**config.mk**
```make
export PLATFORM = sky130hd
export DESIGN_NAME = line_raster
export DESIGN_NICKNAME = d
export VERILOG_FILES = /design/src/rtl/line_raster.sv
export SDC_FILE = /design/constraint.sdc
export NUM_CORES = 1
export LEC_CHECK = 0
export BUFFER_PORTS_ARGS = -buffer_cell sky130_fd_sc_hd__buf_2
export CORE_UTILIZATION = 37
export CTS_CLUSTER_SIZE = 10
export DETAILED_ROUTE_END_ITERATION = 6
export PLACE_DENSITY = 0.58
export SLEW_MARGIN = 20
export SYNTH_ARGS = -nofsm -noshare
export SYNTH_HDL_FRONTEND = slang
export SYNTH_SLANG_ARGS = --single-unit
```
**constraint.sdc**
```tcl
create_clock -name clk -period 7 [get_ports clk]
set_clock_uncertainty 0.15 [all_clocks]
set_input_delay 1.4 -clock clk [delete_from_list [all_inputs] [get_ports clk]]
set_output_delay 1.4 -clock clk [all_outputs]
set_load 0.005 [all_outputs]
```
**src/rtl/line_raster.sv**
```systemverilog
// rtl/line_raster.sv - Bresenham line rasterizer, one clipped line in, one pixel per cycle out
//
// Purpose:
//   Accepts one clipped Line2D per line_valid/line_ready handshake. Lines with line_accept=0
//   are consumed and dropped. Accepted lines are walked with integer Bresenham. Each point is
//   emitted on a pix_valid/pix_ready stream, and pix_last marks the final point of the line.
//
// Configuration macro:
//   RASTER_INCLUSIVE_END_EN
//     defined   - the endpoint p is drawn, so an s==p line gives one pixel.
//     undefined - the line is half-open [s,p) and p is never drawn, so an s==p line gives
//                 no pixels. Joints in polylines are then drawn only once.
//
// Ports:
//   clk          system clock
//   rst          synchronous reset, active-high
//   line_valid   line_in/line_accept valid
//   line_ready   block can take a line (IDLE only)
//   line_in      clipped line: .s start, .p end
//   line_accept  0 = drop the line, emit nothing
//   pix_valid    pix_out valid
//   pix_ready    downstream takes the pixel
//   pix_out      current pixel
//   pix_last     marks the final pixel of the line
//   busy         high in SETUP or DRAW

localparam int RASTER_COORD_W = 16;

typedef struct packed {
   logic signed [RASTER_COORD_W-1:0] x;
   logic signed [RASTER_COORD_W-1:0] y;
} Point2D;

typedef struct packed {
   Point2D s;
   Point2D p;
} Line2D;

module line_raster #(
   parameter int COORD_W = RASTER_COORD_W
) (
   input  logic   clk,
   input  logic   rst,
   input  logic   line_valid,
   output logic   line_ready,
   input  Line2D  line_in,
   input  logic   line_accept,
   output logic   pix_valid,
   input  logic   pix_ready,
   output Point2D pix_out,
   output logic   pix_last,
   output logic   busy
);

   // Two extra bits hold |delta| up to 2^COORD_W-1 and 2*err without overflow.
   localparam int W = COORD_W + 2;

   typedef logic signed [COORD_W-1:0] coord_t;
   typedef logic signed [W-1:0]       acc_t;

   localparam coord_t ONE = coord_t'(1);

   typedef enum logic [1:0] {
      IDLE  = 2'd0,
      SETUP = 2'd1,
      DRAW  = 2'd2
   } state_t;

   state_t state, state_next;

   coord_t s_x, s_y, p_x, p_y;
   coord_t cur_x, cur_y;
   acc_t   dx, dy, err;
   logic   step_x_neg, step_y_neg;

   acc_t   diff_x, diff_y, abs_x, abs_y;
   acc_t   e2, err_step;
   coord_t nxt_x, nxt_y;
   logic   mv_x, mv_y;
   logic   end_hit;

   function automatic acc_t sext(input coord_t v);
      return {{(W-COORD_W){v[COORD_W-1]}}, v};
   endfunction

   // Line setup arithmetic and the single Bresenham step from the current point.
   always_comb begin
      diff_x = sext(p_x) - sext(s_x);
      diff_y = sext(p_y) - sext(s_y);
      abs_x  = diff_x[W-1] ? -diff_x : diff_x;
      abs_y  = diff_y[W-1] ? -diff_y : diff_y;

      e2   = err <<< 1;
      mv_x = (e2 >= dy);
      mv_y = (e2 <= dx);

      // Both decisions use the old err/e2. The err updates therefore accumulate
      // independently of each other.
      err_step = err;
      nxt_x    = cur_x;
      nxt_y    = cur_y;
      if (mv_x) begin
         err_step = err_step + dy;
         nxt_x    = step_x_neg ? (cur_x - ONE) : (cur_x + ONE);
      end
      if (mv_y) begin
         err_step = err_step + dx;
         nxt_y    = step_y_neg ? (cur_y - ONE) : (cur_y + ONE);
      end

`ifdef RASTER_INCLUSIVE_END_EN
      end_hit = (cur_x == p_x) && (cur_y == p_y);
`else
      // Half-open: the last emitted pixel is the one whose next step lands on p.
      end_hit = (nxt_x == p_x) && (nxt_y == p_y);
`endif
   end

   always_ff @(posedge clk) begin
      if (rst) begin
         state <= IDLE;
      end else begin
         state <= state_next;
      end
   end

   always_comb begin
      state_next = state;
      line_ready = 1'b0;
      pix_valid  = 1'b0;
      pix_last   = 1'b0;
      busy       = 1'b0;
      case (state)
         IDLE: begin
            line_ready = 1'b1;
            if (line_valid && line_accept) begin
               state_next = SETUP;
            end
         end
         SETUP: begin
            busy       = 1'b1;
            state_next = DRAW;
`ifndef RASTER_INCLUSIVE_END_EN
            if ((s_x == p_x) && (s_y == p_y)) begin
               state_next = IDLE;
            end
`endif
         end
         DRAW: begin
            busy      = 1'b1;
            pix_valid = 1'b1;
            pix_last  = end_hit;
            if (pix_ready && end_hit) begin
               state_next = IDLE;
            end
         end
         default: begin
            state_next = IDLE;
         end
      endcase
   end

   always_ff @(posedge clk) begin
      if (rst) begin
         s_x        <= '0;
         s_y        <= '0;
         p_x        <= '0;
         p_y        <= '0;
         cur_x      <= '0;
         cur_y      <= '0;
         dx         <= '0;
         dy         <= '0;
         err        <= '0;
         step_x_neg <= 1'b0;
         step_y_neg <= 1'b0;
      end else begin
         case (state)
            IDLE: begin
               if (line_valid && line_accept) begin
                  s_x <= line_in.s.x;
                  s_y <= line_in.s.y;
                  p_x <= line_in.p.x;
                  p_y <= line_in.p.y;
               end
            end
            SETUP: begin
               dx         <= abs_x;
               dy         <= -abs_y;
               err        <= abs_x - abs_y;
               step_x_neg <= diff_x[W-1];
               step_y_neg <= diff_y[W-1];
               cur_x      <= s_x;
               cur_y      <= s_y;
            end
            DRAW: begin
               // A stalled pixel holds everything, so nothing is skipped or duplicated.
               if (pix_ready && !end_hit) begin
                  err   <= err_step;
                  cur_x <= nxt_x;
                  cur_y <= nxt_y;
               end
            end
            default: ;
         endcase
      end
   end

   assign pix_out = {cur_x, cur_y};

endmodule

```
==> results.cfg <==
[drt]
vias = 14600
final_antenna_net_count = 0
firstDrtPassIters = 5
drtIter0Drc = 1139
drcViolationCount = 0
routed_wl_mm = 48.6
vias_per_cell = 5.74
wl_per_cell_um = 19.1

[logic_synthesis]
synthMuxAreaShare = 0.0256
syn_inst = 1957
syn_nets = 2179
synth_compound_area_frac = 0.262
synth-simple-area-share = 0.208
synth_edf_count = 0
ys_types = 96
ys_ff_latch = 153
netlist_area_sq_um = 14600
synthXorXnorAreaFrac = 0.101
syn_area_per_cell_sq_um = 7.48
synth_top_family_by_area = compound AO/OA/AOI/OAI gates
ys_async_sr_fraction = 0
synthAdderAreaFrac = 0.135
ys_seq_area_frac = 0.209
ys_warn_count = 0
yosys_most_used_dff = dfxtp_1

[global_route]
grt_pass1_wl_mm = 76.2
grt_overflow = 0
antenna_found_initial = 0
track_usage = 0.240
first_global_vias = 13900
grt_max_degree = 75

[timing]
slew_headroom = 0.361
fin_crit_sh = 0.900
finalHoldViolCount = 0
drv_slew = 0
worst_pin_slew_ps = 948
max_freq_ghz = 0.159
min_period_ps = 6300
tns_ps = 0
finalSetupViolations = 0
rsz0062_at_grt = no

[cells_and_area]
syn_to_final_growth_pct = 11.0
register_area_sq_um = 3060
drive_gt1_frac = 0.100
multiInputGateArea_sq_um = 10700
antenna_cells = 0
final_cells = 2548
n_fill_cell = 4008
fin_nets = 2240

[clock_tree]
cts-root-buf = clkbuf_16
cts_tree = built
cts_setup_buffers = 0
ctsHtreeMaxLevel = 4
cts_buffers = 17
cts.sinks = 153
clk_latency_ps = 470
cts_hold_buffers = 0
clk_pin_slew_worst_paths_ps = 70
post_cts_resized = 0
clockBufferDepth = 2

[setup_path]
cp.depth = 13
max_stage_delay_ps = 820
r2r_cells = 24
cp-start-kind = flip-flop
cp_slowest_cell = dfxtp_1
crit_buf_inv = 1
setup.worst_path.end_class = output pin
critical-path-top-delay-family = compound AO/OA/AOI/OAI gates
cp_max_fo = 17
crit_arrival_ps = 4750
criticalPathCategory = reg -> out
worstPathRequired_ps = 5450
crit_chain = ha_1, a21o_1, a221oi_1, o21ai_1, a311o_1, a21oi_1, xor2_1, a31oi_1, nor4_1, o211a_1, nand4_1, nor4b_1, buf_2

[placed_design]
dp_hpwl_mm = 37.5
dp.cells = 2517
port_buffers = 104
place.gp.congestion = 0.951

[die]
die_y_um = 201
core_sq_um = 38800
ios = 105
initial_core_util = 0.377
die_width_um = 201
row_count = 72
die_area_sq_um = 40400

[run_status]
outcome = completed

[pwr]
p_per_area_nw_per_um2 = 388
leakage_nw = 6.80
ir_drop_v = 0.000235

[worst_hold_path]
hp-class = reg -> reg
min_path_cells = 2

[job]
maxCapViolCount = 0
[logic make-up after synthesis]
family                   Yosys count
flip-flops                       153
XOR/XNOR                         158
multiplexers                      37
AO/OA/AOI/OAI                    578
buffers and inverters            219
AND/OR/NAND/NOR                  658
adder cells (fa/ha/maj)          154
[per-stage QoR]
| step | hold slack (ps) | power, mW | util | setup slack (ps) | area [sq um] |
|---|---|---|---|---|---|
| after floorplan | 277 | 4.06 | - | 1620 | 14600 |
| after global placement | 293 | 5.20 | 0.403 | 1260 | 15600 |
| after detailed placement | 296 | 5.24 | 0.403 | 1200 | 15600 |
| after CTS | 306 | 6.24 | 0.419 | 742 | 16200 |
| after global routing | 330 | 6.76 | 0.419 | 434 | 16200 |
| final | 306 | 6.30 | 0.419 | 702 | 16200 |
[synthesized netlist by cell type, types with 26 or more instances]
library cell	instances	area [sq um]
nor2_1	171	642
o211ai_1	26	195
o21ai_0	75	375
a211oi_1	45	338
inv_1	135	507
a21oi_1	192	961
nand3_1	37	185
mux2i_1	34	340
ha_1	146	1830
xnor2_1	84	736
nor3_1	40	200
dfxtp_1	153	3060
a31oi_1	34	213
a21o_1	37	278
nand2_1	253	950
clkbuf_1	58	218
xor2_1	66	578
[area by class of cell]
cell class	instances	share of cell area
clock buffer	20	0.0287
clock inverter	11	0.00824
inverter	135	0.0312
multi-input combinational	1585	0.661
sequential	153	0.188
tap	518	0.0399
timing repair buffer	126	0.0424
[power by group]
group          leakage (nW)  switching [mW]  internal, mW
clock network         0.282           0.433         0.556
logic                  5.27            2.65          1.60
registers              1.25           0.116         0.950
[worst reg2reg max path: stages, from the launching register on]
cell,delay (ps)
dfxtp_1,380
inv_1,60
ha_1,230
fa_1,420
nand2b_1,220
a21bo_4,240
a21oi_1,210
nor3b_1,120
nor2_1,580
nor2_1,80
a21oi_1,250
inv_1,100
ha_1,290
nor2b_1,120
o21ai_0,200
a21oi_1,110
o21ai_0,210
a21oi_1,130
o21ai_0,250
a21oi_1,130
a211oi_1,440
o31ai_1,160
a2111oi_0,470
nor4_1,110
nor3_2,150
[worst paths after layout]
kind,start,endpoint,slack (ps)
worst max-delay path,step_y_neg,pix_last,700
worst min-delay path,s_y[8],s_y[8],310
worst max register to register,p_y[0],err[15],1110
worst min register to register,s_y[8],s_y[8],310
[state kept, by name, indices dropped and copies added (netlist names)]
signal,flops
p_x,16
s_y,16
state,2
dy,18
dx,18
cur_y,16
step_y_neg,1
cur_x,16
p_y,16
step_x_neg,1
s_x,16
err,17
[routing by layer]
| metal | GRT usage | vias to the layer above | share of wire | routed length, um |
|---|---|---|---|---|
| li1 | - | 7171 | - | - |
| met1 | 0.318 | 6978 | 0.47 | 22800 |
| met2 | 0.388 | 396 | 0.45 | 22100 |
| met3 | 0.0373 | 73 | 0.051 | 2460 |
| met4 | 0.0927 | 0 | 0.027 | 1320 |
| met5 | 0 | - | 0 | 0 |
[layout by cell type, fill, tap and decap left out, types with 34 or more instances in the layout]
| master | instances |
|---|---|
| nand2_1 | 253 |
| a21oi_1 | 191 |
| nor2_1 | 170 |
| dfxtp_1 | 153 |
| ha_1 | 144 |
| inv_1 | 135 |
| buf_2 | 103 |
| xnor2_1 | 84 |
| o21ai_0 | 74 |
| xor2_1 | 66 |
| a211oi_1 | 45 |
| nor3_1 | 40 |
| a21o_1 | 37 |
| nand3_1 | 36 |
| a31oi_1 | 34 |
| mux2i_1 | 34 |
Power figures use the tool's default switching activity.
